--- config.mk ---
export PLATFORM = sky130hd
export DESIGN_NAME = spi_arbiter
export DESIGN_NICKNAME = d
export VERILOG_FILES = /design/src/rtl/spi_arbiter.sv
export SDC_FILE = /design/constraint.sdc
export NUM_CORES = 1
export LEC_CHECK = 0
export BUFFER_PORTS_ARGS = -buffer_cell sky130_fd_sc_hd__buf_4
export CAP_MARGIN = 20
export CORE_UTILIZATION = 47
export DETAILED_ROUTE_END_ITERATION = 10
export GPL_ROUTABILITY_DRIVEN = 0
export MAX_ROUTING_LAYER = met4
export PLACE_DENSITY_LB_ADDON = 0.08
export SLEW_MARGIN = 40
export SYNTH_ARGS = -nofsm -noshare
export SYNTH_HDL_FRONTEND = slang
export SYNTH_SLANG_ARGS = --single-unit
export TNS_END_PERCENT = 50
--- constraint.sdc ---
create_clock -name clk -period 2.5 [get_ports clk]
set_clock_uncertainty 0.1 [all_clocks]
set_input_delay 0.25 -clock clk [delete_from_list [all_inputs] [get_ports clk]]
set_output_delay 0.25 -clock clk [all_outputs]
set_load 0.05 [all_outputs]
--- src/rtl/spi_arbiter.sv ---
`default_nettype none
// ============================================================================
// Module      : spi_arbiter
// Description : Two-requester (write/read) arbiter in front of an SPI master,
//               with timeout supervision and round-robin or fixed priority.
// Revision    : 1.0 - initial release
// ============================================================================
module spi_arbiter #(
    parameter int TIMEOUT_CYC = 4095,
    parameter int ROUND_ROBIN = 1
) (
    input  logic        clk,
    input  logic        reset,
    input  logic        req_w,
    input  logic [7:0]  addr_w,
    input  logic [23:0] data_w,
    output logic        gnt_w,
    output logic        done_w,
    input  logic        req_r,
    input  logic [7:0]  addr_r,
    output logic        gnt_r,
    output logic        done_r,
    output logic [23:0] rdata,
    output logic [7:0]  spi_addr,
    output logic [23:0] spi_wdata,
    output logic        spi_read_begin,
    output logic        spi_write_begin,
    input  logic        spi_done,
    input  logic [23:0] spi_rdata,
    output logic        busy,
    output logic        timeout_err
);

    localparam logic [15:0] c_cnt_last = 16'(TIMEOUT_CYC - 1);

    typedef enum logic [1:0] {
        ST_IDLE  = 2'd0,
        ST_ISSUE = 2'd1,
        ST_WAIT  = 2'd2,
        ST_DONE  = 2'd3
    } state_t;

    state_t      r_state;
    state_t      w_next_state;

    logic        r_sel_rd;      // 1 = current transaction is a read
    logic        r_last_rd;     // 1 = the last completed transaction was a read
    logic [15:0] r_cnt;
    logic [7:0]  r_spi_addr;
    logic [23:0] r_spi_wdata;
    logic [23:0] r_rdata;
    logic        r_timeout_err;

    logic        w_start;
    logic        w_pick_rd;
    logic        w_fin_ok;
    logic        w_fin_to;
    logic        w_cnt_inc;
    logic        w_cnt_hit;

    assign w_cnt_hit = (r_cnt == c_cnt_last);

    // ------------------------------------------------------------------
    // State register
    // ------------------------------------------------------------------
    always_ff @(posedge clk) begin
        if (reset) begin
            r_state <= ST_IDLE;
        end else begin
            r_state <= w_next_state;
        end
    end

    // ------------------------------------------------------------------
    // Next-state and output decode
    // ------------------------------------------------------------------
    always_comb begin
        w_next_state    = r_state;
        w_start         = 1'b0;
        w_pick_rd       = 1'b0;
        w_fin_ok        = 1'b0;
        w_fin_to        = 1'b0;
        w_cnt_inc       = 1'b0;
        gnt_w           = 1'b0;
        gnt_r           = 1'b0;
        spi_write_begin = 1'b0;
        spi_read_begin  = 1'b0;
        done_w          = 1'b0;
        done_r          = 1'b0;
        busy            = (r_state != ST_IDLE);

        case (r_state)
            ST_IDLE: begin
                if (req_w && req_r) begin
                    // Fixed priority always favours the config (write) path
                    w_pick_rd = (ROUND_ROBIN != 0) ? ~r_last_rd : 1'b0;
                end else begin
                    w_pick_rd = req_r;
                end
                if (req_w || req_r) begin
                    w_start      = 1'b1;
                    w_next_state = ST_ISSUE;
                end
            end
            ST_ISSUE: begin
                gnt_w           = ~r_sel_rd;
                gnt_r           = r_sel_rd;
                spi_write_begin = ~r_sel_rd;
                spi_read_begin  = r_sel_rd;
                w_next_state    = ST_WAIT;
            end
            ST_WAIT: begin
                // A completion landing on the last allowed cycle wins over timeout
                if (spi_done) begin
                    w_fin_ok     = 1'b1;
                    w_next_state = ST_DONE;
                end else if (w_cnt_hit) begin
                    w_fin_to     = 1'b1;
                    w_next_state = ST_DONE;
                end else begin
                    w_cnt_inc = 1'b1;
                end
            end
            ST_DONE: begin
                done_w       = ~r_sel_rd;
                done_r       = r_sel_rd;
                w_next_state = ST_IDLE;
            end
            default: begin
                w_next_state = ST_IDLE;
            end
        endcase
    end

    // ------------------------------------------------------------------
    // Transaction datapath
    // ------------------------------------------------------------------
    always_ff @(posedge clk) begin
        if (reset) begin
            r_sel_rd      <= 1'b0;
            r_last_rd     <= 1'b1;
            r_cnt         <= 16'd0;
            r_spi_addr    <= 8'd0;
            r_spi_wdata   <= 24'd0;
            r_rdata       <= 24'd0;
            r_timeout_err <= 1'b0;
        end else begin
            if (w_start) begin
                r_sel_rd    <= w_pick_rd;
                r_spi_addr  <= w_pick_rd ? addr_r : addr_w;
                r_spi_wdata <= w_pick_rd ? 24'd0 : data_w;
            end

            if (r_state == ST_ISSUE) begin
                r_cnt <= 16'd0;
            end else if (w_cnt_inc) begin
                r_cnt <= r_cnt + 16'd1;
            end

            if (w_fin_ok && r_sel_rd) begin
                r_rdata <= spi_rdata;
            end

            if (w_fin_to) begin
                r_timeout_err <= 1'b1;
                if (r_sel_rd) begin
                    r_rdata <= 24'd0;
                end
            end

            if (r_state == ST_DONE) begin
                r_last_rd <= r_sel_rd;
            end
        end
    end

    assign spi_addr    = r_spi_addr;
    assign spi_wdata   = r_spi_wdata;
    assign rdata       = r_rdata;
    assign timeout_err = r_timeout_err;

endmodule
`default_nettype wire
Word-level counts from Yosys, hierarchy flattened

Index checks and enable logic that the tools add are counted.

Flip-flop bits (word level): 77
Output and inout port bits: 64
Input bits: 69

Equality and inequality tests: 6
$add $sub $neg: 1
Reduce and logical (&&, ||, !) cells: 7
Mux-type cells: 25
Bitwise gates (word level): 2

Operator list:

| operator                                                           | count |
|---|---|
| 24-bit two-way mux                                                 | 4 |
| 16-bit by 1-bit adder with 16-bit output (second input constant)   | 1 |
| 16-bit by 12-bit == test with 1-bit output (second input constant) | 1 |
| 1-bit two-way mux                                                  | 16 |
| 8-bit two-way mux                                                  | 1 |
| 2-bit case mux with 4 select lines                                 | 1 |
| 2-bit two-way mux                                                  | 3 |
| 2-bit == test (second input constant)                              | 2 |
| 3-bit != test (second input constant)                              | 1 |
| 2-bit by 1-bit == test with 1-bit output (second input constant)   | 1 |
| 1-bit logical AND                                                  | 2 |
| 2-bit zero test                                                    | 1 |
| 2-bit != test (second input constant)                              | 1 |
| 1-bit NOT                                                          | 2 |
| 2-bit AND reduction                                                | 1 |
| 2-bit nonzero test                                                 | 1 |
| 2-bit OR reduction                                                 | 1 |
| 1-bit logical OR                                                   | 1 |

Depth between registers and ports, before layout

Depth in word-level cells: 6
Gate-level depth with buffers: 7
Depth with buffers taken out: 6

Least setup slack after synthesis

Ideal clock, no wire load.

Kind: reg-to-output
From: reg r_state[1]
To: out spi_write_begin
Stages on the path, launching flop included: 5
Setup slack: 473 ps
Data arrival time: 1,677 ps
Path buffers: 1
Cells stage by stage: dfxtp_1 inv_1 ha_1 nor2b_1 buf_4

Longest elaborated chain between the ends: 2

RTL lines:

| what                                     | RTL line | text |
|---|---|---|
| start: declaration                       | 43       | `state_t r_state;` |
| start signal: assignment                 | 70       | `r_state <= w_next_state;` |
| 2-bit by 1-bit == test with 1-bit output | --       |  |
| 1-bit two-way mux                        | --       |  |
| end: declaration                         | 27       | `output logic spi_write_begin,` |

No other way between the ends.

Worst setup path after layout

From: reg r_state[0]
To: reg r_cnt[6]

Longest elaborated chain between the ends: 2
Elaborated cells on any way between the ends: 4
Those cells by class: eq/ne (2); mux (1); reduce/logical (1)

RTL lines:

| what                                                                      | RTL line | text |
|---|---|---|
| 2-bit == test or 2-bit by 1-bit == test with 1-bit output (tied branches) | 92, 154  |  |
| 1-bit two-way mux or 2-bit OR reduction (tied branches)                   | --       |  |
| end signal: assignment                                                    | 157      | `r_cnt <= r_cnt + 16'd1;` |
| end: declaration                                                          | 48       | `logic [15:0] r_cnt;` |

Parallel ways exist; a longest one is shown, timed or not.
A chain may end at the register's enable or synchronous reset.

==> reports/metrics.csv <==
metric;value;unit
power_per_cell_area;901;nW/um^2
yosys_warnings;0;
ys_async_sr_fraction;0;
p_leak;0.00186;uW
yosys-top-cells-area;dfxtp_1, nand2_1, a22oi_1, a21oi_1, nor2_1;
cts_htree_levels;3;
setup_viol;0;
slew_headroom;0.646;
grt_pass1_vias;2828;
grt_antenna_before_repair;0;
root_buffer;clkbuf_8;
fin_crit_sh;0.814;
synth_seq_area_share;0.489;
grt_pass1_wl;12.8;mm
worstRegToRegCells;6;
ir_drop;0.690;mV
r2r-start;r_state[0]$_SDFFE_PP0P_;
ys_top_cells_by_count;dfxtp_1, nand2_1, nor2_1, a21oi_1, a22oi_1;
die_w;83.9;um
track_usage;0.238;
timing.rr.end;r_cnt[6]$_SDFFE_PP0P_;
rrSetupSlack;0.47;ns
drc;12;
drtIter0Drc;203;
fillers;549;
cts_inserted_buffers;9;
worstMarginPinSlew;0.531;ns
end_kind;flop;
maxCapViolations;0;
synth_cell_types;46;
slew_viol_final;0;
worstHoldStart;data_w[13];
max_freq;492;MHz
rows;29;
grt.overflow.total;0;
holdBufCountCts;0;
status;complete, but fails checks;
core_area;6420;um^2
setup_tns;0;ns
vias;3054;
io_pins;133;
synth_most_common_cell;dfxtp_1;
die_y;83.9;um
ctsResizeCount;0;
max_stage_delay;0.44;ns
syn_area_per_cell;8.72;um^2
dr.pass1.iters;7;
cts_tree;done;
yosysTopAreaCellShare;0.489;
post_drt_wl_per_cell;13.7;um
drtAntennaViolNets;0;
synth_edf_count;0;
ys.flop_type;dfxtp_1;
hold_viol;0;
yosys.area.top_type;dfxtp_1;
post_cts_buffers;0;
cp_num_buf_inv;1;
crit_path_top_delay_cell;or4_1;
rsz0062_at_grt;no;
cp_top_family;simple AND/OR/NAND/NOR gates;
die-area;7030;um^2
crit_fanout;8;
finalCriticalPeriod;2.03;ns
crit_path_start_kind;flop;
io_buffers;132;
final_layout_size_suffix_gt1_frac;0.326;
syn-num-nets;436;
wirelength;7.82;mm
area_growth;39.1;%
vias_per_cell;5.35;
whs_endpoint;spi_wdata[13]$_SDFFE_PP0P_;
worstHoldPathType;in -> reg;
path_class;reg -> reg;
cp.required;2.69;ns
whs_path_depth;3;
insertedDiodeCount;0;
synth-seq-cells;77;
hpwl;5.52;mm
critPathArrivalTime;2.23;ns
final_nets;564;
violations;design-rule violations;
start_util;0.490;
clk_latency;0.36;ns
path_cells;inv_1 -> ha_1 -> nor2b_1 -> nand2_1 -> or4_1 -> a21oi_1;
synthCells;361;
utilization;0.682;
cts.sinks;77;
path_clk_slew;0.08;ns
synth_area;3150;um^2
clock_path_buffers;2;
grt_max_degree;43;
## sequential cells by signal, indices dropped and copies added, names as in the netlist
signal and flops:
r_cnt 16, r_state 2, r_last_rd 1, spi_wdata 24
timeout_err 1, spi_addr 8, r_sel_rd 1, rdata 24
## power breakdown
| group | leakage [uW] | internal (uW) | switching, uW |
|---|---|---|---|
| registers | 0.000627 | 1380 | 89.4 |
| logic | 0.00114 | 503 | 1040 |
| clock network | 0.0000939 | 465 | 466 |
## worst max path at each step
stage                                 start                     to  slack (ns)  depth (start not counted)
CTS                 r_state[0]$_SDFFE_PP0P_  r_cnt[6]$_SDFFE_PP0P_        0.49                          6
floorplan           r_state[1]$_SDFFE_PP0P_        spi_write_begin        0.47                          4
detailed placement  r_state[0]$_SDFFE_PP0P_  r_cnt[6]$_SDFFE_PP0P_        0.50                          6
finish              r_state[0]$_SDFFE_PP0P_  r_cnt[6]$_SDFFE_PP0P_        0.47                          6
global placement    r_state[0]$_SDFFE_PP0P_  r_cnt[6]$_SDFFE_PP0P_        0.60                          6
global route        r_state[0]$_SDFFE_PP0P_  r_cnt[6]$_SDFFE_PP0P_        0.34                          6
## tightest hold or removal path, delay by kind of cell
family	cells	cell delay (ns)
buffers and inverters	1	0.07
and+or+nand+nor	1	0.07
AOI/OAI and AO/OA	1	0.05
## per-stage QoR
stage,power [uW],cell area (um^2),setup WS (ns),instances,hold WS [ns]
2_1_floorplan,2560,3150,0.473,361,0.285
3_3_place_gp,3020,4190,0.597,555,0.343
4_1_cts,3980,4380,0.488,571,0.0135
6_report,3950,4380,0.466,571,0.0265
3_5_place_dp,3050,4190,0.499,555,0.348
5_1_grt,4160,4380,0.344,571,0.0254
## cell families (layout without fill, tap and decap cells)
logic type | after synthesis | count (layout) | share of synthesized area
AOI/OAI and AO/OA | 95 | 95 | 0.197
and+or+nand+nor | 143 | 143 | 0.215
xor gates and xnor gates | 1 | 1 | 0.00278
buffers and inverters | 30 | 163 | 0.0433
muxes | 9 | 9 | 0.0286
adders and majority gates | 6 | 6 | 0.0238
DFF | 77 | 77 | 0.489
## metal layers
metal | GRT usage | vias to the layer above | share of wire
met4 | 0.111 | 0 | 0.023
met3 | 0.0762 | 18 | 0.082
met1 | 0.274 | 1400 | 0.41
met2 | 0.379 | 103 | 0.48
li1 | - | 1533 | -
met5 | - | - | 0
## cell usage in the layout, fill, tap and decap left out, types with 4 or more instances in the layout
cell type	n
buf_4	138
dfxtp_1	77
nand2_1	57
nor2_1	44
a21oi_1	35
a22oi_1	24
inv_1	9
mux2i_1	9
clkbuf_8	9
a211oi_1	8
o21ai_0	6
or3_1	6
ha_1	6
nor3_1	4
## area by class of cell
cell class | count | area [um^2] | area share
Sequential cell | 77 | 1540 | 0.352
Multi-Input combinational cell | 254 | 1480 | 0.338
Timing Repair Buffer | 138 | 1040 | 0.237
Clock buffer | 11 | 131 | 0.0300
Tap cell | 77 | 96.3 | 0.0220
Clock inverter | 5 | 60.1 | 0.0137
Inverter | 9 | 33.8 | 0.00771
Power figures use the tool's default switching activity.
